File: src/rtl/pit_pkg.sv
// Shared definitions for the 8254 counter read-back path: RW field codes and
// the byte pointer used by LSB-then-MSB sequencing.
package pit_pkg;

  localparam logic [1:0] RW_LATCH = 2'b00;
  localparam logic [1:0] RW_LSB   = 2'b01;
  localparam logic [1:0] RW_MSB   = 2'b10;
  localparam logic [1:0] RW_WORD  = 2'b11;

  typedef enum logic {
    PTR_LSB = 1'b0,
    PTR_MSB = 1'b1
  } byte_ptr_t;

endpackage

File: src/rtl/pit_hold_reg.sv
// Hold register with a valid flag: captures d only when empty (first load wins)
// and is emptied by clear; clear beats a same-cycle load.
module pit_hold_reg #(
  parameter int W = 16
) (
  input  logic         clk,
  input  logic         rst,
  input  logic         load,
  input  logic         clear,
  input  logic [W-1:0] d,
  output logic [W-1:0] q,
  output logic         valid
);

  // Load-if-empty storage; a load while full is dropped so the first capture is kept.
  always_ff @(posedge clk) begin
    if (rst) begin
      q     <= '0;
      valid <= 1'b0;
    end else if (clear) begin
      valid <= 1'b0;
    end else if (load && !valid) begin
      q     <= d;
      valid <= 1'b1;
    end else begin
      valid <= valid;
    end
  end

endmodule

File: src/rtl/counter_read_latch.sv
// Read-back path of one 8254 counter: counter/status latches and RW-mode byte
// sequencing from the 16-bit counting element onto the 8-bit CPU bus.
module counter_read_latch
  import pit_pkg::*;
#(
  parameter int BYTE_W  = 8,
  parameter int COUNT_W = 16
) (
  input  logic               clk,
  input  logic               rst,
  input  logic               cs,
  input  logic               rd,
  input  logic               ctrl_wr,
  input  logic [1:0]         ctrl_rw,
  input  logic               status_cmd,
  input  logic [BYTE_W-1:0]  status_in,
  input  logic [COUNT_W-1:0] count_in,
  output logic [BYTE_W-1:0]  data_out,
  output logic               data_valid,
  output logic               ol_valid,
  output logic               st_valid
);

  logic [1:0]         rw_mode;
  byte_ptr_t          byte_ptr;
  byte_ptr_t          ptr_next;
  logic [COUNT_W-1:0] ol;
  logic [BYTE_W-1:0]  st;
  logic [COUNT_W-1:0] src;
  logic [BYTE_W-1:0]  rd_byte;
  logic               take_hi;
  logic               word_done;
  logic               rd_acc;
  logic               ctrl_acc;
  logic               mode_wr;
  logic               ol_load;
  logic               ol_clear;
  logic               st_load;
  logic               st_clear;

  // A control write in the same cycle as a read wins; the read is dropped.
  assign ctrl_acc = cs & ctrl_wr;
  assign rd_acc   = cs & rd & ~ctrl_wr;
  assign mode_wr  = ctrl_acc & (ctrl_rw != RW_LATCH);
  assign src      = ol_valid ? ol : count_in;

  // Byte selection for a read that is not serving the status latch.
  always_comb begin
    take_hi   = 1'b0;
    word_done = 1'b0;
    case (rw_mode)
      RW_LSB: begin
        take_hi   = 1'b0;
        word_done = 1'b1;
      end
      RW_MSB: begin
        take_hi   = 1'b1;
        word_done = 1'b1;
      end
      RW_WORD: begin
        if (byte_ptr == PTR_MSB) begin
          take_hi   = 1'b1;
          word_done = 1'b1;
        end else begin
          take_hi   = 1'b0;
          word_done = 1'b0;
        end
      end
      default: begin
        take_hi   = 1'b0;
        word_done = 1'b1;
      end
    endcase
    if (st_valid) begin
      rd_byte = st;
    end else if (take_hi) begin
      rd_byte = src[COUNT_W-1:BYTE_W];
    end else begin
      rd_byte = src[BYTE_W-1:0];
    end
  end

  // Latch control: status reads leave the count latch and the pointer alone.
  assign ol_load  = ctrl_acc & (ctrl_rw == RW_LATCH);
  assign ol_clear = mode_wr | (rd_acc & ~st_valid & word_done);
  assign st_load  = cs & status_cmd;
  assign st_clear = mode_wr | (rd_acc & st_valid);

  pit_hold_reg #(.W(COUNT_W)) u_ol (
    .clk   (clk),
    .rst   (rst),
    .load  (ol_load),
    .clear (ol_clear),
    .d     (count_in),
    .q     (ol),
    .valid (ol_valid)
  );

  pit_hold_reg #(.W(BYTE_W)) u_st (
    .clk   (clk),
    .rst   (rst),
    .load  (st_load),
    .clear (st_clear),
    .d     (status_in),
    .q     (st),
    .valid (st_valid)
  );

  // Byte pointer next state.
  always_comb begin
    ptr_next = byte_ptr;
    if (mode_wr) begin
      ptr_next = PTR_LSB;
    end else if (rd_acc && !st_valid && rw_mode == RW_WORD) begin
      ptr_next = (byte_ptr == PTR_LSB) ? PTR_MSB : PTR_LSB;
    end else begin
      ptr_next = byte_ptr;
    end
  end

  // Byte pointer state register.
  always_ff @(posedge clk) begin
    if (rst) begin
      byte_ptr <= PTR_LSB;
    end else begin
      byte_ptr <= ptr_next;
    end
  end

  // RW mode and registered read data.
  always_ff @(posedge clk) begin
    if (rst) begin
      rw_mode    <= RW_WORD;
      data_out   <= '0;
      data_valid <= 1'b0;
    end else begin
      if (mode_wr) begin
        rw_mode <= ctrl_rw;
      end
      data_valid <= rd_acc;
      if (rd_acc) begin
        data_out <= rd_byte;
      end
    end
  end

endmodule

File: config.mk
export PLATFORM = sky130hd
export DESIGN_NAME = counter_read_latch
export DESIGN_NICKNAME = d
export VERILOG_FILES = /design/src/rtl/pit_pkg.sv /design/src/rtl/pit_hold_reg.sv /design/src/rtl/counter_read_latch.sv
export SDC_FILE = /design/constraint.sdc
export NUM_CORES = 1
export LEC_CHECK = 0
export ABC_AREA = 1
export ABC_CLOCK_PERIOD_IN_PS = 3000
export CAP_MARGIN = 5
export CORE_ASPECT_RATIO = 1.5
export CORE_MARGIN = 3
export CORE_UTILIZATION = 55
export CTS_CLUSTER_SIZE = 20
export DETAILED_ROUTE_END_ITERATION = 8
export GPL_TIMING_DRIVEN = 0
export HOLD_SLACK_MARGIN = 0.05
export PLACE_DENSITY = 0.82
export SLEW_MARGIN = 20
export SYNTH_ARGS = -nofsm -noshare
export SYNTH_HDL_FRONTEND = slang
export SYNTH_HIERARCHICAL = 1
export SYNTH_SLANG_ARGS = --single-unit
File: constraint.sdc
create_clock -name clk -period 3 [get_ports clk]
set_clock_uncertainty 0.1 [all_clocks]
set_input_delay 0.6 -clock clk [delete_from_list [all_inputs] [get_ports clk]]
set_output_delay 0.6 -clock clk [all_outputs]
set_load 0.01 [all_outputs]
# [After elaboration in Yosys (flattened, before gate mapping)]
# Cells that the tools add are included.
[totals] regBits=38 inputBits=32
[op_classes] eq_ne=2 muxes=7 n_bitwise=15 reduce_logical=13
[op_table] operator="two-way mux 16 bit" n=1
[op_table] operator="two-way mux 8 bit" n=2
[op_table] operator="bitwise AND 1 bit" n=9
[op_table] operator="OR reduction 2 bit" n=3
[op_table] operator="equality test 2 bit, second input constant" n=2
[op_table] operator="logical AND 1 bit" n=4
[op_table] operator="NOT 1 bit" n=4
[op_table] operator="AND reduction 2 bit" n=2
[op_table] operator="two-way mux 1 bit" n=3
[op_table] operator="zero test 1 bit" n=2
[op_table] operator="zero test 2 bit" n=1
[op_table] operator="OR 1 bit" n=2
[op_table] operator="case mux 1 bit (2 select lines)" n=1
[op_table] operator="nonzero test 2 bit" n=1

# [Longest topological paths before layout]
# Gate-level depths: netlist of the first run.
[logic_depth] depth_word=7 mapped_depth=10

# [By module]
# The synthesis of the first run kept the hierarchy.
[modules_own_cells] module="counter_read_latch" n_inst=1 cells_each=207 area_each_um2=1036.0 seq_area_each_um2=240.2
[modules_own_cells] module="pit_hold_reg (u_ol)" n_inst=1 cells_each=107 area_each_um2=713.2 seq_area_each_um2=340.3
[modules_own_cells] module="pit_hold_reg (u_st)" n_inst=1 cells_each=56 area_each_um2=384.1 seq_area_each_um2=180.2

# [Worst setup path after synthesis of the first run]
# OpenSTA, ideal clock, no wires.
[synth_path] kind="in2reg" from="in rd" to="reg u_ol.q[6]" setup_ns=0.113 t_arrival_ns=1.510 required_ns=2.787 setup_slack_ns=1.277 cell_stages=10 cell_sequence="nand2_2 -> nor2_4 -> nand2_2 -> o21ai_0 -> inv_1 -> nand3_4 -> buf_6 -> nand2_1 -> nand2_1 -> nor2_1"
[synth_between] elab_chain_cells=7
[synth_rtl] element="start, declared" line_no="counter_read_latch.sv:12" text="input logic rd,"
[synth_rtl] element="bitwise AND 1 bit (2 in a row)" line_no="counter_read_latch.sv:43" text="assign rd_acc = cs & rd & ~ctrl_wr;"
[synth_rtl] element="bitwise AND 1 bit (2 in a row)" line_no="counter_read_latch.sv:85" text="assign ol_clear = mode_wr | (rd_acc & ~st_valid & word_done);"
[synth_rtl] element="OR 1 bit" line_no="counter_read_latch.sv:85"
[synth_rtl] element="net ol_clear" line_no="counter_read_latch.sv:37" text="logic ol_clear;"
[synth_rtl] element="NOT 1 bit (no line)"
[synth_rtl] element="AND reduction 2 bit (no line)"
[synth_rtl] element="end signal, assigned" line_no="pit_hold_reg.sv:18" text="q <= '0;"
[synth_rtl] element="end signal, assigned" line_no="pit_hold_reg.sv:23" text="q <= d;"
[synth_rtl] element="end, declared" line_no="pit_hold_reg.sv:11" text="output logic [W-1:0] q,"
# The timed path passes the listed nets, and every way through them passes these cells.
# A chain may end at the register's enable or synchronous reset.

# [Worst setup path after layout of the first run]
[layout_path] from="in cs" to="reg u_ol.q[13]"
[layout_between] elab_chain_cells=7 word_cells_on_any_way=11 classes_between="bitwise (9); reduce/logical (2)"
[layout_rtl] element="start, declared" line_no="counter_read_latch.sv:11" text="input logic cs,"
[layout_rtl] element="bitwise AND 1 bit (2 in a row)" line_no="counter_read_latch.sv:43"
[layout_rtl] element="bitwise AND 1 bit (2 in a row)" line_no="counter_read_latch.sv:85"
[layout_rtl] element="OR 1 bit *" line_no="counter_read_latch.sv:85"
[layout_rtl] element="net ol_clear" line_no="counter_read_latch.sv:37"
[layout_rtl] element="NOT 1 bit (no line) *"
[layout_rtl] element="AND reduction 2 bit (no line) *"
# Mark *: on every way through the listed nets, which the timed path passes. The rest lies on a longest branch.

==> results by group, run 1 <==
Yosys
  • Synthesized flop and latch total: 38
  • FFs w/ async S/R, synth: 0%
  • Mapped Area: around 2100 um2
  • Post-synth EDFFs: 0
  • Most used DFF post-synth: dfxtp_1
  • Syn_nets: between 400 and 500
  • Syn Area/Cell: 5.77 um2
  • Sequential area share after synthesis: between 30% and 40%
  • Post-synthesis cell type count: 20
  • Cells after synthesis: 370
  • Yosys warnings: 6

Floorplan
  • Die X: 56.9 um
  • I/O Pins: 43
  • Die Area: 4680 um2
  • Die span in y: 82.3 um
  • Site Rows: 27
  • Area of the core: 3720 um2
  • Starting Density: 57.4%

Final layout
  • Leading cell type in the layout, fill and taps excluded: nand2_1
  • Fraction of layout instances using a drive strength above 1: 6.19%
  • Number of diodes: 0
  • Commonest non-fill, non-tap cells in the layout: nand2_1 (105), nor2_1 (95), inv_1 (86), clkdlybuf4s50_1 (42), dfxtp_1 (38)
  • Final net count: 451
  • Synth-to-Final Area Change: 27.4%

Drt
  • First DRT Iteration DRCs: 54
  • DRT antenna net count: 0
  • Post-DR wirelength/cell: 10.2 um
  • DRC violations left: 0
  • DRT Pass-1 Iters: 4
  • WL final: roughly 4700 um
  • Total number of vias: 2096
  • Vias per cell: 4.53

Setup path
  • Kind of critical path: in -> reg
  • Worst Reg-to-Reg Cells: 8
  • Crit. End Element: register
  • CP startpoint kind: input port
  • WP data arrival: 2.37 ns
  • Crit Path Max Fanout: 10
  • Worst EP required: 3.10 ns

Timing
  • Final hold violation count: 0
  • RSZ-0062 raised after global routing: false
  • Slew headroom: 62.0%
  • Post-route clock period utilization: about three quarters
  • Final setup viols: 0
  • Max-slew violations: 0
  • Max Fclk: ~0.44 GHz
  • Setup TNS: 0 ns
  • Setup ws final: ~0.73 ns
  • Slew @ Worst Pin: 0.566 ns
  • Final period demand of the worst path: 2.27 ns

Pwr
  • Internal Power: around 0.85 mW
  • Worst vdd ir: roughly 0.38 mV
  • PwrDens: 422 nW/um2
  • Clock share of power: a little over a third
  • Reg power frac: 47.1%
  • Comb power frac: around 17%
  • Static Leakage: 1.44 nW
  • Switching Share: 26.0%
  • Switching pwr: ~0.30 mW

Global route
  • Met2 usage: a little over two fifths
  • Initial antenna violation count: 0
  • Global-route wire length before repair: 8370 um
  • Grt met3 use: 5.60%
  • Total gr overflow: 0
  • Vias in the first global route: 2054
  • Largest net degree at the start of global routing: 12
  • Met1 GRT Util: approximately 22%
  • Most used routing layer: met2
  • GRT Util Overall: around 23%

Clock tree
  • CTS sink count: 38
  • CTS Hold Bufs: 0
  • Setup bufs post-CTS: 0
  • Root cell of the clock tree: clkbuf_8
  • CTS max path bufs: 2
  • Num CTS Buffers: 5
  • Worst-Skew Late Latency: 0.30 ns
  • Clock slew seen by the registers of the worst setup and hold paths: 0.08 ns
  • Htree depth: 2
  • Cts repair resizes: 0
  • CTS tree: yes

Placed design
  • Place WS: 0.436 ns
  • Gpl congestion: between 0.8 and 0.9
  • IO buf count: 42
  • Detailed placement HPWL: 3520 um

Run
  • Max-Cap Viols: 0

Run status
  • Status: completed

Worst hold path
  • Worst hold path type: reg -> reg
  • Worst Hold Path Cells: 4
[worst paths after layout]
kind / from / to / slack [ns]
hold reg to reg: u_ol/q[0]$_SDFFE_PP0P_ / u_ol/q[0]$_SDFFE_PP0P_ / 0.41
hold / removal: u_ol/q[0]$_SDFFE_PP0P_ / u_ol/q[0]$_SDFFE_PP0P_ / 0.41
setup / recovery: cs / u_ol/q[13]$_SDFFE_PP0P_ / 0.73
setup reg to reg: u_st/valid$_SDFFE_PP0P_ / u_st/q[1]$_SDFFE_PP0P_ / 1.44
[stage by stage]
step | hold slack (ns) | area, um2 | total power, mW | std cells | util [%]
floorplan | 0.382 | 2130 | 0.658 | 370 | -
global placement | 0.397 | 2610 | 0.738 | 455 | 70.2
detailed placement | 0.399 | 2610 | 0.743 | 455 | 70.2
CTS | 0.414 | 2720 | 1.16 | 463 | 73.1
global route | 0.440 | 2720 | 1.20 | 463 | 73.1
finish | 0.413 | 2720 | 1.15 | 463 | 73.1
[cell usage after synthesis, types with 2 or more instances]
cell type	n	area, um2
nor2_1	95	357
buf_2	3	15.0
o21ai_0	2	10.0
nand3_1	11	55.1
dfxtp_1	38	761
nand3_4	2	35.0
inv_1	86	323
nand2_1	105	394
nand2_2	4	25.0
buf_4	2	15.0
buf_6	3	33.8
nor3_1	3	15.0
a21oi_1	9	45.0
[power by group through the flow]
stage	Sequential, mW	Combinational [mW]	Clock, mW
floorplan	0.553	0.105	0
global placement	0.551	0.187	0
detailed placement	0.552	0.191	0
CTS	0.540	0.192	0.425
global route	0.543	0.218	0.440
finish	0.540	0.191	0.416
[flip-flops by register name (all words and copies together) (netlist names)]
register and flops:
u_st/valid 1, data_valid 1, u_ol/valid 1, u_st/q 8, byte_ptr 1, rw_mode 2, data_out 8, u_ol/q 16
[routing by layer]
layer / wire length, um / part of all wire [%]
met5: 0 / 0
met3: 221 / 4.7
met2: 2470 / 52
met1: 1890 / 40
met4: 152 / 3.2
[logic make-up after synthesis]
kind of cell / after synthesis / share of synthesized area [%]
buffers and inverters: 96 / 18.5
DFF: 38 / 35.7
AOI/OAI and AO/OA: 13 / 3.17
and+or+nand+nor: 223 / 42.7
[worst max-delay path, cell delays in order]
cell and delay (ns):
clkdlybuf4s50_1 0.58, nand2_2 0.10, nor2_4 0.21, nand2_2 0.10, o21ai_0 0.23, inv_1 0.11, nand3_4 0.12, buf_6 0.16
nand2_1 0.06, nand2_1 0.05, nor2_1 0.04
[area by class of cell]
cell class,instances,area [um2]
multi-input cells,236,978
fillers,339,998
well taps,43,53.8
repair buffers,42,420
inverters,87,327
flip-flops and latches,38,761
plain buffers,9,67.6
clock buffers,8,110
(Power assumes the default switching activity.)
==> run 2, diff against run 1 <==
--- a/config.mk
+++ b/config.mk
@@ -6,16 +6,16 @@
 export NUM_CORES = 1
 export LEC_CHECK = 0
 export ABC_AREA = 1
-export ABC_CLOCK_PERIOD_IN_PS = 3000
+export ABC_CLOCK_PERIOD_IN_PS = 2100
 export CAP_MARGIN = 5
 export CORE_ASPECT_RATIO = 1.5
 export CORE_MARGIN = 3
-export CORE_UTILIZATION = 55
+export CORE_UTILIZATION = 51
 export CTS_CLUSTER_SIZE = 20
 export DETAILED_ROUTE_END_ITERATION = 8
 export GPL_TIMING_DRIVEN = 0
 export HOLD_SLACK_MARGIN = 0.05
-export PLACE_DENSITY = 0.82
+export PLACE_DENSITY = 0.76
 export SLEW_MARGIN = 20
 export SYNTH_ARGS = -nofsm -noshare
 export SYNTH_HDL_FRONTEND = slang
==> constraint.sdc (replaced) <==
create_clock -name clk -period 2.1 [get_ports clk]
set_clock_uncertainty 0.1 [all_clocks]
set_input_delay 0.42 -clock clk [delete_from_list [all_inputs] [get_ports clk]]
set_output_delay 0.42 -clock clk [all_outputs]
set_load 0.01 [all_outputs]
==> run 2 against run 1 <==
- utilization decreased by 5.1 points
- non-clock buffer count increased by 1
- combinational power up 43%
- hold slack worse by 0.00069 ns
- largest cell class unchanged
- highest routed layer unchanged
- wire length is 1.7% higher
- first-iteration DRC count grew 37%
- critical path depth decreased by 4
==> results by group, run 2 (same netlist as run 1, synthesis figures left out) <==
Timing
  • Final period demand of the worst path: about 1.9 ns
  • Slew @ Worst Pin: 0.535 ns (was 0.566 ns)
  • Max Fclk: 0.527 GHz
  • Max-slew violations: 0 (unchanged)
  • Final hold violation count: 0 (unchanged)
  • Post-route clock period utilization: 90.4%
  • Final setup viols: 0 (unchanged)
  • Slew headroom: 64.1% (was 62.0%)
  • RSZ-0062 raised after global routing: false (unchanged)

Floorplan
  • Area of the core: 3990 um2 (was 3720 um2)
  • I/O Pins: 43 (unchanged)
  • Site Rows: 28 (was 27)
  • Die X: 58.8 um (was 56.9 um)
  • Die span in y: 85.2 um (was 82.3 um)
  • Die Area: 5010 um2 (was 4680 um2)
  • Starting Density: 53.4% (was 57.4%)

Clock tree
  • Worst-Skew Late Latency: 0.30 ns (about the same)
  • CTS max path bufs: 2 (unchanged)
  • Htree depth: 2 (unchanged)
  • Num CTS Buffers: 5 (unchanged)
  • Clock slew seen by the registers of the worst setup and hold paths: 0.07 ns (was 0.08 ns)
  • CTS sink count: 38 (unchanged)
  • CTS tree: yes (unchanged)
  • CTS Hold Bufs: 0 (unchanged)
  • Root cell of the clock tree: clkbuf_8 (unchanged)

Final layout
  • Final net count: 452 (was 451)
  • Top reg by flops: u_ol/q (unchanged)
  • Synth-to-Final Area Change: 27.4% (unchanged)
  • Max reg flops: 16 (unchanged)
  • Leading cell type in the layout, fill and taps excluded: nand2_1 (unchanged)
  • Fraction of layout instances using a drive strength above 1: 6.65% (was 6.19%)
  • Commonest non-fill, non-tap cells in the layout: nand2_1 (105), nor2_1 (94), inv_1 (86), clkdlybuf4s50_1 (41), dfxtp_1 (38) (was nand2_1 (105), nor2_1 (95), inv_1 (86), clkdlybuf4s50_1 (42), dfxtp_1 (38))
  • Number of diodes: 0 (unchanged)
  • Biggest regs: u_ol/q x16, data_out x8, u_st/q x8 (unchanged)
  • Final core occ: 68.0% (was 73.1%)

Setup path
  • Slowest stage delay, CP: 0.54 ns (was 0.58 ns)
  • Crit. End Element: register (unchanged)
  • Kind of critical path: in -> reg (unchanged)
  • CP startpoint: ctrl_wr (was cs)
  • RR Startpoint: u_st/valid$_SDFFE_PP0P_ (unchanged)
  • Critical path's top delay family: simple AND/OR/NAND/NOR gates (was buffers and inverters)
  • Critical-path top delay cell: clkdlybuf4s50_1 (unchanged)
  • WP data arrival: 1.99 ns (was 2.37 ns)
  • CP startpoint kind: input port (unchanged)
  • Most frequent CP cell: nor2_1
  • Worst path bufs/invs: 2 (was 3)
  • Crit Path Max Fanout: 10 (unchanged)
  • Worst-path cell chain: clkdlybuf4s50_1, nand2_1, nor3_1, nand3_4, buf_4, nor2_1, nor2_1 (was clkdlybuf4s50_1, nand2_2, nor2_4, nand2_2, o21ai_0, inv_1, nand3_4, buf_6, nand2_1, nand2_1, nor2_1)
  • Worst EP required: 2.20 ns (was 3.10 ns)

Drt
  • WL met1: 1970 um (was 1890 um)
  • Vias per cell: 4.53 (about the same)
  • Post-DR wirelength/cell: 10.3 um (was 10.2 um)
  • Met2 WL: 2500 um (was 2470 um)
  • DRT Pass-1 Iters: 4 (unchanged)
  • DRC violations left: 0 (unchanged)
  • Top routing layer in use: met4 (unchanged)
  • DRT antenna net count: 0 (unchanged)
  • Total number of vias: 2112 (was 2096)
  • First DRT Iteration DRCs: 74 (was 54)
  • WL final: 4810 um (was 4730 um)
  • Met3 Wirelength: 186 um (was 221 um)

Global route
  • Total gr overflow: 0 (unchanged)
  • Global-route wire length before repair: 8160 um (was 8370 um)
  • Largest net degree at the start of global routing: 13 (was 12)
  • GRT Util Overall: 20.9% (was 23.1%)
  • Initial antenna violation count: 0 (unchanged)
  • Vias in the first global route: 1896 (was 2054)

Pwr
  • Comb power frac: 17.4% (was 16.7%)
  • PwrDens: 581 nW/um2 (was 422 nW/um2)
  • Clock share of power: 33.7% (was 36.2%)
  • Switching pwr: 0.432 mW (was 0.298 mW)
  • Worst vdd ir: 0.454 mV (was 0.379 mV)
  • Switching Share: 27.4% (was 26.0%)
  • Internal Power: 1.15 mW (was 0.849 mW)
  • Total power: 1.58 mW (was 1.15 mW)
  • Reg power frac: 48.9% (was 47.1%)
  • Static Leakage: 1.44 nW (about the same)

Worst hold path
  • Worst hold path type: reg -> reg (unchanged)
  • Hold path start: u_ol/q[5]$_SDFFE_PP0P_ (was u_ol/q[0]$_SDFFE_PP0P_)

Placed design
  • IO buf count: 42 (unchanged)
  • Detailed placement HPWL: 3590 um (was 3520 um)
  • Gpl congestion: 0.899 (was 0.888)

Run status
  • Status: completed (unchanged)

Run
  • Max-Cap Viols: 0 (unchanged)
run 2: final timing paths:
kind,cells after the start,slack [ns],end
setup / recovery,7,0.20,u_ol/q[3]$_SDFFE_PP0P_
hold / removal,4,0.41,u_ol/q[5]$_SDFFE_PP0P_
setup reg to reg,8,0.51,u_st/q[0]$_SDFFE_PP0P_
hold reg to reg,4,0.41,u_ol/q[5]$_SDFFE_PP0P_
run 2: layout make-up:
cell class                 instances  area [um2]
multi-input combinational        236         981
tap                               45        56.3
buffer                             9        67.6
sequential                        38         761
clock inverter                     2        12.5
timing repair buffer              43         430
inverter                          87         327
fill                             394        1280
clock buffer                       6        82.6
run 2: tightest hold or removal path, delay by kind of cell (launching register included):
kind / cells / cell delay [ns]
buffers and inverters: 1 / 0.05
and+or+nand+nor: 3 / 0.12
DFF: 1 / 0.31
run 2: timing repair:
item	CTS	global route
hold endpoints to repair	0	0
buffers inserted	0	1
gates resized for setup	0	3
endpoints found under the setup margin	0	16
run 2: power groups by stage:
stage / Sequential (mW) / Combinational [mW] / Clock (mW)
2_1_floorplan: 0.789 / 0.150 / 0
3_3_place_gp: 0.787 / 0.267 / 0
3_5_place_dp: 0.789 / 0.272 / 0
4_1_cts: 0.772 / 0.274 / 0.542
5_1_grt: 0.776 / 0.313 / 0.577
6_report: 0.772 / 0.274 / 0.532
run 2: metrics by stage:
step | instances | area [um2] | setup WS (ns) | TNS (ns) | hold slack, ns
after floorplan | 370 | 2130 | 0.557 | 0 | 0.382
after detailed placement | 457 | 2610 | -0.296 | -4.81 | 0.399
final | 466 | 2720 | 0.201 | 0 | 0.412
after global placement | 457 | 2610 | -0.277 | -4.30 | 0.397
after global routing | 466 | 2720 | 0.0309 | 0 | 0.440
after CTS | 465 | 2710 | 0.00311 | 0 | 0.412
run 2: metal layers:
metal | global-route usage, % | up-vias
met5 | 0 | -
met2 | 36.7 | 46
met1 | 23.7 | 901
li1 | - | 1151
met3 | 3.65 | 14
met4 | 9.90 | 0
==> run 3, diff against run 2 <==
--- a/config.mk
+++ b/config.mk
@@ -6,7 +6,6 @@
 export NUM_CORES = 1
 export LEC_CHECK = 0
 export ABC_AREA = 1
-export ABC_CLOCK_PERIOD_IN_PS = 2100
 export CAP_MARGIN = 5
 export CORE_ASPECT_RATIO = 1.5
 export CORE_MARGIN = 3
==> results of run 3 <==
No change in the layout: final DEF, timing and power equal those of run 2.
